$ cat config.mk
export PLATFORM = sky130hd
export DESIGN_NAME = vga_sync_rx
export DESIGN_NICKNAME = d
export VERILOG_FILES = /design/src/rtl/vga_pkg.sv /design/src/rtl/vga_edge_det.sv /design/src/rtl/vga_sync_rx.sv
export SDC_FILE = /design/constraint.sdc
export NUM_CORES = 1
export LEC_CHECK = 0
export BUFFER_PORTS_ARGS = -buffer_cell sky130_fd_sc_hd__buf_2
export CAP_MARGIN = 10
export CORE_ASPECT_RATIO = 0.8
export CORE_UTILIZATION = 55
export CTS_CLUSTER_SIZE = 30
export DETAILED_ROUTE_END_ITERATION = 16
export PLACE_DENSITY_LB_ADDON = 0.12
export SYNTH_ARGS = -nofsm -noshare
export SYNTH_HDL_FRONTEND = slang
export SYNTH_SLANG_ARGS = --single-unit
$ cat constraint.sdc
create_clock -name clk50 -period 4.3 [get_ports clk50]
set_input_delay 0.86 -clock clk50 [delete_from_list [all_inputs] [get_ports clk50]]
set_output_delay 0.86 -clock clk50 [all_outputs]
set_load 0.03 [all_outputs]
$ cat src/rtl/vga_pkg.sv
// Shared 640x480@60 raster constants and receiver state encoding.
package vga_pkg;

  localparam int unsigned HActive = 640;
  localparam int unsigned HFp     = 16;
  localparam int unsigned HPulse  = 96;
  localparam int unsigned HBp     = 48;
  localparam int unsigned HTotal  = HActive + HFp + HPulse + HBp;

  localparam int unsigned VActive = 480;
  localparam int unsigned VFp     = 10;
  localparam int unsigned VPulse  = 2;
  localparam int unsigned VBp     = 33;
  localparam int unsigned VTotal  = VActive + VFp + VPulse + VBp;

  // Asserted level of both syncs; 0 means active-low.
  localparam logic SyncPol = 1'b0;

  typedef enum logic [1:0] {
    StSearch,
    StAcquire,
    StLocked
  } rx_state_t;

endpackage

$ cat src/rtl/vga_edge_det.sv
// Pixel-strobe qualified assertion-edge detector for one sync line.
module vga_edge_det #(
  parameter logic POL = 1'b0
) (
  input  logic clk,
  input  logic rst_n,
  input  logic pix_en,
  input  logic sync,
  output logic assert_pulse
);

  logic prev_q;

  // Previous level starts deasserted so a source already in sync yields an edge.
  always_ff @(posedge clk or negedge rst_n) begin
    if (!rst_n) begin
      prev_q <= ~POL;
    end else if (pix_en) begin
      prev_q <= sync;
    end
  end

  assign assert_pulse = pix_en && (sync == POL) && (prev_q != POL);

endmodule

$ cat src/rtl/vga_sync_rx.sv
// VGA receive-side timing recovery: rebuilds coordinates, checks line/frame
// periods and tracks lock.
module vga_sync_rx
  import vga_pkg::*;
#(
  parameter int unsigned H_ACTIVE    = HActive,
  parameter int unsigned H_PULSE     = HPulse,
  parameter int unsigned H_BP        = HBp,
  parameter int unsigned H_TOTAL     = HTotal,
  parameter int unsigned V_ACTIVE    = VActive,
  parameter int unsigned V_PULSE     = VPulse,
  parameter int unsigned V_BP        = VBp,
  parameter int unsigned V_TOTAL     = VTotal,
  parameter logic        SYNC_POL    = SyncPol,
  parameter int unsigned LOCK_FRAMES = 2,
  parameter int unsigned TIMEOUT     = 64
) (
  input  logic       clk50,
  input  logic       N_RESET,
  input  logic       VGA_CLOCK,
  input  logic       H_SYNC,
  input  logic       V_SYNC,
  output logic [9:0] XPOS,
  output logic [9:0] YPOS,
  output logic       DISP_EN,
  output logic       FRAME_START,
  output logic       LOCKED,
  output logic       H_ERR,
  output logic       V_ERR,
  output logic [7:0] ERR_COUNT
);

  localparam logic [9:0]  HStart = 10'(H_PULSE + H_BP);
  localparam logic [9:0]  HEnd   = 10'(H_PULSE + H_BP + H_ACTIVE);
  localparam logic [9:0]  VStart = 10'(V_PULSE + V_BP);
  localparam logic [9:0]  VEnd   = 10'(V_PULSE + V_BP + V_ACTIVE);
  localparam logic [10:0] HLen   = 11'(H_TOTAL);
  localparam logic [10:0] VLen   = 11'(V_TOTAL);

  localparam int unsigned IdleW = $clog2(TIMEOUT + 1);
  localparam logic [IdleW-1:0] IdleMax  = IdleW'(TIMEOUT);
  localparam logic [IdleW-1:0] IdleLast = IdleW'(TIMEOUT - 1);

  // Input sampling stage; syncs are captured alongside the pixel clock.
  logic vclk_q, vclk_q2, h_q, v_q;
  logic pix_en, h_edge, v_edge;

  logic [9:0]       hcnt_q, hcnt_d, vcnt_q, vcnt_d;
  logic [10:0]      line_len, frame_len;
  logic [IdleW-1:0] idle_q, idle_d;
  logic             timeout, in_win;

  rx_state_t  state_q, state_d;
  logic [7:0] good_q, good_d, good_inc;
  logic       first_q, first_d;
  logic       h_bad, v_bad;

  logic [9:0] xpos_q, ypos_q;
  logic       disp_en_q, disp_en_d, frame_start_q, h_err_q, v_err_q;
  logic [7:0] err_cnt_q, err_cnt_d;
  logic [8:0] err_sum;

  always_ff @(posedge clk50 or negedge N_RESET) begin
    if (!N_RESET) begin
      vclk_q  <= 1'b0;
      vclk_q2 <= 1'b0;
      h_q     <= ~SYNC_POL;
      v_q     <= ~SYNC_POL;
    end else begin
      vclk_q  <= VGA_CLOCK;
      vclk_q2 <= vclk_q;
      h_q     <= H_SYNC;
      v_q     <= V_SYNC;
    end
  end

  assign pix_en = vclk_q && !vclk_q2;

  vga_edge_det #(
    .POL (SYNC_POL)
  ) u_h_edge (
    .clk          (clk50),
    .rst_n        (N_RESET),
    .pix_en       (pix_en),
    .sync         (h_q),
    .assert_pulse (h_edge)
  );

  vga_edge_det #(
    .POL (SYNC_POL)
  ) u_v_edge (
    .clk          (clk50),
    .rst_n        (N_RESET),
    .pix_en       (pix_en),
    .sync         (v_q),
    .assert_pulse (v_edge)
  );

  assign line_len  = {1'b0, hcnt_q} + 11'd1;
  assign frame_len = {1'b0, vcnt_q} + 11'd1;

  always_comb begin
    hcnt_d = hcnt_q;
    vcnt_d = vcnt_q;
    if (pix_en) begin
      if (h_edge) begin
        hcnt_d = '0;
      end else if (hcnt_q != '1) begin
        hcnt_d = hcnt_q + 10'd1;
      end
      if (v_edge) begin
        vcnt_d = '0;
      end else if (h_edge && vcnt_q != '1) begin
        vcnt_d = vcnt_q + 10'd1;
      end
    end
  end

  assign in_win = (hcnt_d >= HStart) && (hcnt_d < HEnd) &&
                  (vcnt_d >= VStart) && (vcnt_d < VEnd);

  // Fires once, on the TIMEOUT-th consecutive cycle without a strobe.
  assign timeout = !pix_en && (idle_q == IdleLast);

  always_comb begin
    idle_d = idle_q;
    if (pix_en) begin
      idle_d = '0;
    end else if (idle_q != IdleMax) begin
      idle_d = idle_q + 1'b1;
    end
  end

  assign good_inc = good_q + 8'd1;

  always_comb begin
    state_d = state_q;
    good_d  = good_q;
    first_d = first_q;
    h_bad   = 1'b0;
    v_bad   = 1'b0;
    if (timeout) begin
      state_d = StSearch;
    end else begin
      unique case (state_q)
        StSearch: begin
          if (v_edge) begin
            state_d = StAcquire;
            good_d  = '0;
            first_d = 1'b0;
          end
        end
        StAcquire, StLocked: begin
          h_bad = h_edge && first_q && (line_len != HLen);
          v_bad = v_edge && (frame_len != VLen);
          if (h_edge) begin
            first_d = 1'b1;
          end
          if (h_bad || v_bad) begin
            state_d = StSearch;
          end else if (v_edge && state_q == StAcquire) begin
            good_d = good_inc;
            if (32'(good_inc) >= LOCK_FRAMES) begin
              state_d = StLocked;
            end
          end
        end
        default: state_d = StSearch;
      endcase
    end
  end

  assign err_sum   = {1'b0, err_cnt_q} + 9'(h_bad) + 9'(v_bad);
  assign err_cnt_d = err_sum[8] ? 8'hFF : err_sum[7:0];

  // Between strobes DISP_EN holds, but a lock loss must still drop it.
  assign disp_en_d = pix_en ? ((state_d == StLocked) && in_win)
                            : (disp_en_q && (state_d == StLocked));

  always_ff @(posedge clk50 or negedge N_RESET) begin
    if (!N_RESET) begin
      hcnt_q        <= '0;
      vcnt_q        <= '0;
      idle_q        <= '0;
      state_q       <= StSearch;
      good_q        <= '0;
      first_q       <= 1'b0;
      xpos_q        <= '0;
      ypos_q        <= '0;
      disp_en_q     <= 1'b0;
      frame_start_q <= 1'b0;
      h_err_q       <= 1'b0;
      v_err_q       <= 1'b0;
      err_cnt_q     <= '0;
    end else begin
      hcnt_q        <= hcnt_d;
      vcnt_q        <= vcnt_d;
      idle_q        <= idle_d;
      state_q       <= state_d;
      good_q        <= good_d;
      first_q       <= first_d;
      disp_en_q     <= disp_en_d;
      frame_start_q <= v_edge;
      h_err_q       <= h_bad;
      v_err_q       <= v_bad;
      err_cnt_q     <= err_cnt_d;
      if (pix_en && in_win) begin
        xpos_q <= hcnt_d - HStart;
        ypos_q <= vcnt_d - VStart;
      end
    end
  end

  assign XPOS        = xpos_q;
  assign YPOS        = ypos_q;
  assign DISP_EN     = disp_en_q;
  assign FRAME_START = frame_start_q;
  assign LOCKED      = (state_q == StLocked);
  assign H_ERR       = h_err_q;
  assign V_ERR       = v_err_q;
  assign ERR_COUNT   = err_cnt_q;

endmodule

; Word-level counts from Yosys, hierarchy flattened
; Index checks and enable logic that the tools add are counted.
[totals]
regBits = 76
in_bits = 5
out_inout_bits = 33
word_cells = 103
[op_classes]
n_addsub = 10
n_lt_le_gt_ge = 5
n_eq_ne = 13
mux = 27
bitwise = 3
n_reduce_logical = 26
[ops]
columns = cell, n
row1 = $mux W10, 6
row2 = $mux W8, 4
row3 = $add A10 B1 Y11 const B, 2
row4 = $ne A11 B10 Y1 const B, 2
row5 = $add A10 B1 Y10 const B, 2
row6 = $lt A10 B10 Y1 const B, 2
row7 = $ne A10 B10 Y1 const B, 2
row8 = $logic_and A1 B1 Y1, 17
row9 = $pmux W8 S2, 1
row10 = $mux W7, 2
row11 = $ge A10 B6 Y1 const B, 1
row12 = $ge A10 B8 Y1 const B, 1
row13 = $mux W2, 5
row14 = $sub A10 B6 Y10 const B, 1
row15 = $sub A10 B8 Y10 const B, 1
row16 = $add A8 B1 Y9, 1
row17 = $add A9 B1 Y9, 1
row18 = $add A8 B1 Y8 const B, 1
row19 = $ge A8 B2 Y1 const B, 1
row20 = $ne A2 B2 Y1 const B, 4
row21 = $add A7 B1 Y7 const B, 1
row22 = $eq A7 B6 Y1 const B, 1
row23 = $mux W1, 7
row24 = $ne A7 B7 Y1 const B, 1
row25 = other kinds (12), 17

; Logic depth before layout (Yosys ltp)
; Gate-level depths: netlist of run 1.
[logic_depth]
word_depth = 13
mapped_depth = 13
mapped_depth_nobuf = 12

; Cells and area by module
; A second synthesis of run 1 with hierarchy kept.
[hier_totals]
cells_unflattened = 466
hier_area_um2 = 4614.4
[modules_own_cells]
columns = mod, n_inst, cells_per_inst, area_per_inst_um2, seq_area_each_um2
row1 = vga_sync_rx, 1, 460, 4511.8, 1854.3
row2 = vga_edge_det, 2, 3, 51.3, 26.3

; Least setup slack after synthesis of run 1
; No wires, ideal clock.
[synth_path]
path_kind = register -> register
start = register vcnt_q[0]
end = register xpos_q[0], in the netlist XPOS[0]
setup_ns = 0.125
arrival_ns = 2.987
required_time_ns = 4.175
path_slack_ns = 1.188
stages_incl_launch_ff = 13
n_path_buf = 1
synth_period_minus_slack_ns = 3.112
path_cell_list = dfrtp_1 ha_1 and2_2 a31oi_4 xnor2_1 nor2_1 ha_1 o41ai_4 a211oi_2 a41oi_1 a311oi_2 buf_6 mux2_4
[synth_via]
elab_chain_len = 9
[synth_rtl]
columns = element, line
row1 = from (decl), vga_sync_rx.sv:48  ; logic [9:0] hcnt_q, hcnt_d, vcnt_q, vcnt_d;
row2 = from (signal assigned), vga_sync_rx.sv:197  ; vcnt_q <= vcnt_d;
row3 = "parallel branches: the longest is 4 deep, another holds $add A10 B1 Y10", -
row4 = $mux W10 *, vga_sync_rx.sv:105  ; if (pix_en) begin
row5 = named net vcnt_d[0], vga_sync_rx.sv:48
row6 = $ge A10 B6 Y1, vga_sync_rx.sv:120  ; (vcnt_d >= VStart) && (vcnt_d < VEnd);
row7 = $logic_and A1 B1 Y1, vga_sync_rx.sv:119  ; assign in_win = (hcnt_d >= HStart) && (hcnt_d < HEnd) &&
row8 = $logic_and A1 B1 Y1 *, vga_sync_rx.sv:120
row9 = $logic_and A1 B1 Y1 *, vga_sync_rx.sv:207  ; if (pix_en && in_win) begin
row10 = to (signal assigned), vga_sync_rx.sv:208  ; xpos_q <= hcnt_d - HStart;
row11 = to (decl), vga_sync_rx.sv:58  ; logic [9:0] xpos_q, ypos_q;
; Mark *: on every way through the listed nets, which the timed path passes.
; A chain may end at the register's enable or synchronous reset.

; Worst setup path after layout of run 1
[layout_path]
start = register hcnt_q[0]
end = register ypos_q[1], in the netlist YPOS[1]
[layout_via]
elab_chain_len = 9
[layout_rtl]
columns = element, line
row1 = from (decl), vga_sync_rx.sv:48
row2 = from (signal assigned), vga_sync_rx.sv:196  ; hcnt_q <= hcnt_d;
row3 = $add A10 B1 Y10 or $ne A10 B10 Y1 (tied branches), "vga_sync_rx.sv:109, vga_sync_rx.sv:108"
row4 = $mux W10 *, vga_sync_rx.sv:108  ; end else if (hcnt_q != '1) begin
row5 = $mux W10 *, vga_sync_rx.sv:106  ; if (h_edge) begin
row6 = $mux W10 *, vga_sync_rx.sv:105
row7 = named net hcnt_d[5], vga_sync_rx.sv:48
row8 = $ge A10 B8 Y1 or $lt A10 B10 Y1 (tied branches), vga_sync_rx.sv:119
row9 = $logic_and A1 B1 Y1 * (2 in a row), vga_sync_rx.sv:119
row10 = $logic_and A1 B1 Y1 *, vga_sync_rx.sv:120
row11 = $logic_and A1 B1 Y1 *, vga_sync_rx.sv:207
row12 = to (signal assigned), vga_sync_rx.sv:209  ; ypos_q <= vcnt_d - VStart;
row13 = to (decl), vga_sync_rx.sv:58
; The timed path passes the listed nets; every way through them passes the cells marked *.

==> results of run 1 <==
==> per-stage QoR <==
stage | instance area, µm² | power [µW]
final | 5014 | 1798
after global routing | 5014 | 1903
after CTS | 5014 | 1812
after detailed placement | 4821 | 1271
after global placement | 4821 | 1260
after floorplan | 4543 | 1163
==> power by group <==
group          total [µW]  switching, µW  internal, µW
logic                 397            236           162
clock network         536            267           268
registers             865           86.6           778
total                1800            590          1210
==> synth_stat cells (4+ instances only) <==
master and count:
a21oi_1 18, a22o_1 6, a31oi_1 4, a41oi_1 4
and3_1 6, buf_2 6, buf_4 5, clkbuf_1 4
dfrtp_1 72, dfstp_2 4, ha_1 15, inv_1 23
mux2_4 17, mux2i_1 8, nand2_1 39, nand2b_1 6
nand3_1 9, nand4_1 7, nor2_1 35, nor2b_1 7
nor3_1 9, o211a_1 4, o21ai_0 18, or2_2 4
or3_1 7, xnor2_1 12, xor2_1 14
==> final cells by class <==
type | count | share of cell area
Clock buffer | 10 | 0.02546
Clock inverter | 6 | 0.01298
Inverter | 23 | 0.01722
Sequential cell | 76 | 0.3803
Tap cell | 108 | 0.02695
Multi-Input combinational cell | 323 | 0.4876
Timing Repair Buffer | 45 | 0.04941
==> flip-flops by register name, indices dropped and copies added, names as in the netlist, 2 cells and up <==
signal and cells:
YPOS 10, ERR_COUNT 8, XPOS 10, idle_q 7, good_q 8, state_q 2, vcnt_q 10, hcnt_q 10
==> cells by family (layout without fill, tap and decap cells) <==
family / count (synthesis) / in the layout / synth area share
muxes: 29 / 29 / 0.08427
AOI/OAI and AO/OA: 92 / 92 / 0.1606
and+or+nand+nor: 160 / 160 / 0.1950
buffers and inverters: 41 / 84 / 0.04461
DFF: 76 / 76 / 0.4197
xor gates and xnor gates: 26 / 26 / 0.05012
adders and majority gates: 16 / 16 / 0.04572
==> per-layer routing <==
metal,vias to the layer above,track usage
met1,1687,0.3493
li1,1664,-
met3,14,0.04396
met4,0,0.07773
met5,-,0
met2,73,0.3697
==> critical path, cell delays in order (launching register included) <==
cell and delay, ns:
dfrtp_1 0.48, ha_1 0.31, nand4_2 0.18, o31ai_4 0.51, o21ai_0 0.15, a21oi_1 0.23, inv_1 0.09, ha_1 0.24
o211ai_1 0.13, a211oi_2 0.11, a311oi_4 0.40, buf_4 0.39, mux2_2 0.38
==> path summary, 6_finish.rpt <==
path,end,slack [ns],cells after the start
worst max-delay path,YPOS[1],0.57,12
worst min-delay path,u_v_edge.prev_q,0.46,2
worst max register to register,YPOS[1],0.57,12
worst min register to register,u_v_edge.prev_q,0.46,2
max in group asynchronous,vcnt_q[1],3.04,1
min in group asynchronous,idle_q[5],0.64,1
==> results.ini, run 1 <==
[finish]
final_cell_mix = dfrtp_1 (72), nand2_1 (39), buf_2 (36)
seq_area_mm2 = 0.001907
antenna_cells = 0
final_common_cell = dfrtp_1
multi_input_area_mm2 = 0.002445
finalNonFillerCells = 591
drive_gt1_frac = 0.2340
synthToLayoutAreaGrowth_pct = 10.36
final_util = 0.6281
nets = 499
fillers = 659

[placement]
placement.io_buffers = 37
post-place-ws_ns = 0.5965
hpwl_um = 6891
gp_congestion = 0.8642
dp_cells = 575

[yosys]
synth_warnings = 0
netlist_top_cells_area = dfrtp_1 (40%), mux2_4 (5.6%), ha_1 (4.1%), nand2_1 (3.2%), nor2_1 (2.9%)
syn-cell-area_mm2 = 0.004543
yosysTopAreaCellShare = 0.3966
synth_edf_count = 0
synth_area_leader_cell = dfrtp_1
synth-main-ff-cell = dfrtp_1
ys_seq_area_frac = 0.4197
syn_inst = 440
synth_nets = 461
ys_ff_latch = 76
synth.avg_cell_area_um2 = 10.33
yosys.cell_types.count = 74
synthArstFlopShare = 1.000

[drt]
routed-via-count = 3438
wl_per_cell_um = 16.47
met2WireLength_um = 4403
drtAntennaViolNets = 0
dr.pass1.iters = 5
drc = 0
drtIter0Drc = 172
route.met3.wl_um = 391
m1WireLength_um = 4805
wirelength_um = 9731
routed.top_layer = met4
drt-vias-per-instance = 5.817

[setup_path]
required_ns = 4.53
crit_type = register to register
critPathArrivalTime_ns = 3.96
start_kind = register
r2r-start = hcnt_q[0]
critPathMaxFanout = 18
crit_start = hcnt_q[0]
cp-end-kind = register

[clock_network]
cts_tree = done
cts_setup_buffers = 0
clkSinkCount = 76
postCtsHoldBufs = 0
cts-htree-levels = 3
ctsLongestPathBuffers = 2
cts-root-buf = clkbuf_8
clk_pin_slew_worst_paths_ns = 0.08
clk-insertion-delay-late_ns = 0.35
cts_buffers = 9
cts-resized-gates = 0

[grt]
grt_max_degree = 77
track_usage = 0.2423
gr-total-overflow = 0
grt_pass1_wl_um = 16640
grt_pass1_vias = 3297
grt_antenna_before_repair = 0

[sta]
hold_ws_ns = 0.4582
clock.fmax_mhz = 268.2
worstMarginPinSlew_ns = 0.9365
fin_ws_ns = 0.5711
timing.slew.headroom = 0.3756
fin_crit_ns = 3.729
setup_viol = 0
setup_tns_ns = 0
fin_skew_ns = 0.01265
finalCritPeriodShare = 0.8672
slew_viol_final = 0
final_hold_viol_count = 0
rsz0062_at_grt = false

[floorplanning]
die_w_um = 103.6
die_area_mm2 = 0.008630
start_util = 0.5691
rows = 29
core_mm2 = 0.007983
die_h_um = 83.29
io_pins = 38

[run]
cap_violations = 0

[hold_path]
min_from = v_q
min_path_type = register to register

[power]
power-per-cell-area_mw_per_mm2 = 358.6
p_leak_uw = 0.002395
ir_drop_mv = 0.2040

[outcome]
status = complete, no violations

Note: power is estimated with default switching activity, not from simulation.
==> inputs of run 2 (changes only) <==
--- a/config.mk
+++ b/config.mk
@@ -7,3 +7,2 @@
 export LEC_CHECK = 0
-export BUFFER_PORTS_ARGS = -buffer_cell sky130_fd_sc_hd__buf_2
 export CAP_MARGIN = 10
@@ -13,2 +12,3 @@
 export DETAILED_ROUTE_END_ITERATION = 16
+export DONT_BUFFER_PORTS = 1
 export PLACE_DENSITY_LB_ADDON = 0.12
==> constraint.sdc (replaced) <==
create_clock -name clk50 -period 4.8 [get_ports clk50]
set_input_delay 0 -clock clk50 [delete_from_list [all_inputs] [get_ports clk50]]
set_output_delay 0 -clock clk50 [all_outputs]
set_load 0.03 [all_outputs]
==> run 2 against run 1 <==
Final area shrank 3.1%; routed wire length decreased by 4.4%; sequential power shrank 8.7%; highest routed layer unchanged; fmax down 5.9%.
==> results.ini, run 2 (synthesis results as in run 1) <==
[sta]
hold_ws_ns = 0.1775
worstMarginPinSlew_ns = 0.9027
slew_viol_final = 0
setup_viol = 0
setup_tns_ns = 0
rsz0062_at_grt = false
finalCritPeriodShare = 0.8251
final_hold_viol_count = 0
timing.slew.headroom = 0.3936
clock.fmax_mhz = 252.5
fin_crit_ns = 3.961
fin_skew_ns = 0.01385

[grt]
grt_pass1_vias = 3190
grt_antenna_before_repair = 0
track_usage = 0.2364
grt_pass1_wl_um = 16070
grt_max_degree = 77
gr-total-overflow = 0

[power]
sw_frac_of_total = 0.3306
combPwrFrac = 0.207
finalPower_uw = 1612
power.internal_uw = 1079
p_leak_uw = 0.002198
power-per-cell-area_mw_per_mm2 = 332.0
p_clk_frac = 0.303
ir_drop_mv = 0.1646
power.switching_uw = 533.0
sequentialPowerShare = 0.490

[run]
cap_violations = 0

[finish]
drive_gt1_frac = 0.1614
final_cell_mix = dfrtp_1 (72), nand2_1 (39), nor2_1 (35)
final_common_cell = dfrtp_1
finalNonFillerCells = 554
seq_area_mm2 = 0.001907
antenna_cells = 0
nets = 462
final_util = 0.6083
fillers = 676
multi_input_area_mm2 = 0.002445
synthToLayoutAreaGrowth_pct = 6.885

[drt]
drtAntennaViolNets = 0
route.met3.wl_um = 413
dr.pass1.iters = 4
routed.top_layer = met4
drc = 0
routed-via-count = 3274
drtIter0Drc = 210
met2WireLength_um = 4095
wirelength_um = 9301
wl_per_cell_um = 16.79
drt-vias-per-instance = 5.910
m1WireLength_um = 4700

[clock_network]
clk_pin_slew_worst_paths_ns = 0.09
ctsLongestPathBuffers = 2
clkSinkCount = 76
cts-resized-gates = 0
cts_tree = done
cts_buffers = 9
cts-htree-levels = 3
clk-insertion-delay-late_ns = 0.36
cts-root-buf = clkbuf_8

[hold_path]
min_path_type = primary input to register
hold_depth = 1

[setup_path]
crit_type = register to register
start_kind = register
critPathMaxFanout = 18
cp.buffers_inverters = 2
r2r.worst_path.cells = 12
slowest_delay_ns = 0.53
path_common_cell = ha_1
crit_cells = 12
critPathArrivalTime_ns = 4.21
cp-end-kind = register
cp_top_family = compound AO/OA/AOI/OAI gates
crit_slowest_cell = o31ai_4
required_ns = 5.05
worstPathCellList = ha_1, nand4_2, o31ai_4, o21ai_0, a21oi_1, inv_1, ha_1, o211ai_1, a211oi_2, a311oi_4, buf_4, mux2_2

[floorplanning]
die_area_mm2 = 0.008630
die_h_um = 83.29
core_mm2 = 0.007983
rows = 29
start_util = 0.5691
io_pins = 38
die_w_um = 103.6

[placement]
placement.io_buffers = 0
dp_cells = 533
hpwl_um = 6432
gp_congestion = 0.8786

[outcome]
status = complete, no violations

## run 2: cell count changes in the layout (fill, tap and decap cells not counted), sizes merged
cell | previous run | this run
buf | 45 | 4
dlygate4sd3 | 0 | 4
## run 2: power groups by stage
stage	sequential, µW	clock [µW]	combinational, µW
after floorplan	771	0	271
after global routing	798	529	383
final	790	488	334
after CTS	788	501	336
after detailed placement	801	0	314
after global placement	798	0	307
## run 2: metal layers
layer	GRT usage	vias up
li1	-	1587
met3	0.05730	10
met4	0.07510	0
met1	0.3459	1607
met2	0.3435	70
met5	0	-
## run 2: repair_timing
action                    in CTS  in global routing
hold endpoints to repair      79                  0
hold buffers                   5                  0
setup buffers                  0                  0
## run 2: metrics by stage
| stage | area (µm²) | setup slack, ns |
|---|---|---|
| finish | 4856 | 0.8394 |
| CTS | 4856 | 0.8769 |
| global route | 4856 | 0.5671 |
| detailed placement | 4596 | 0.8723 |
| floorplan | 4543 | 1.688 |
| global placement | 4596 | 0.9917 |
## run 2: final cells by class
type | count | share of cell area
inverter | 23 | 0.01778
timing repair buffer | 8 | 0.01855
multi-input combinational | 323 | 0.5035
tap | 108 | 0.02783
clock inverter | 6 | 0.01340
clock buffer | 10 | 0.02628
sequential | 76 | 0.3927
## run 2: final timing paths
check                                 from         endpoint  slack (ns)
setup / recovery                 hcnt_q[0]          YPOS[1]        0.84
hold / removal                      H_SYNC              h_q        0.18
setup reg to reg                 hcnt_q[0]          YPOS[1]        0.84
hold reg to reg            u_v_edge.prev_q  u_v_edge.prev_q        0.47
max in group asynchronous          N_RESET        vcnt_q[1]        4.27
min in group asynchronous          N_RESET        idle_q[3]        0.20
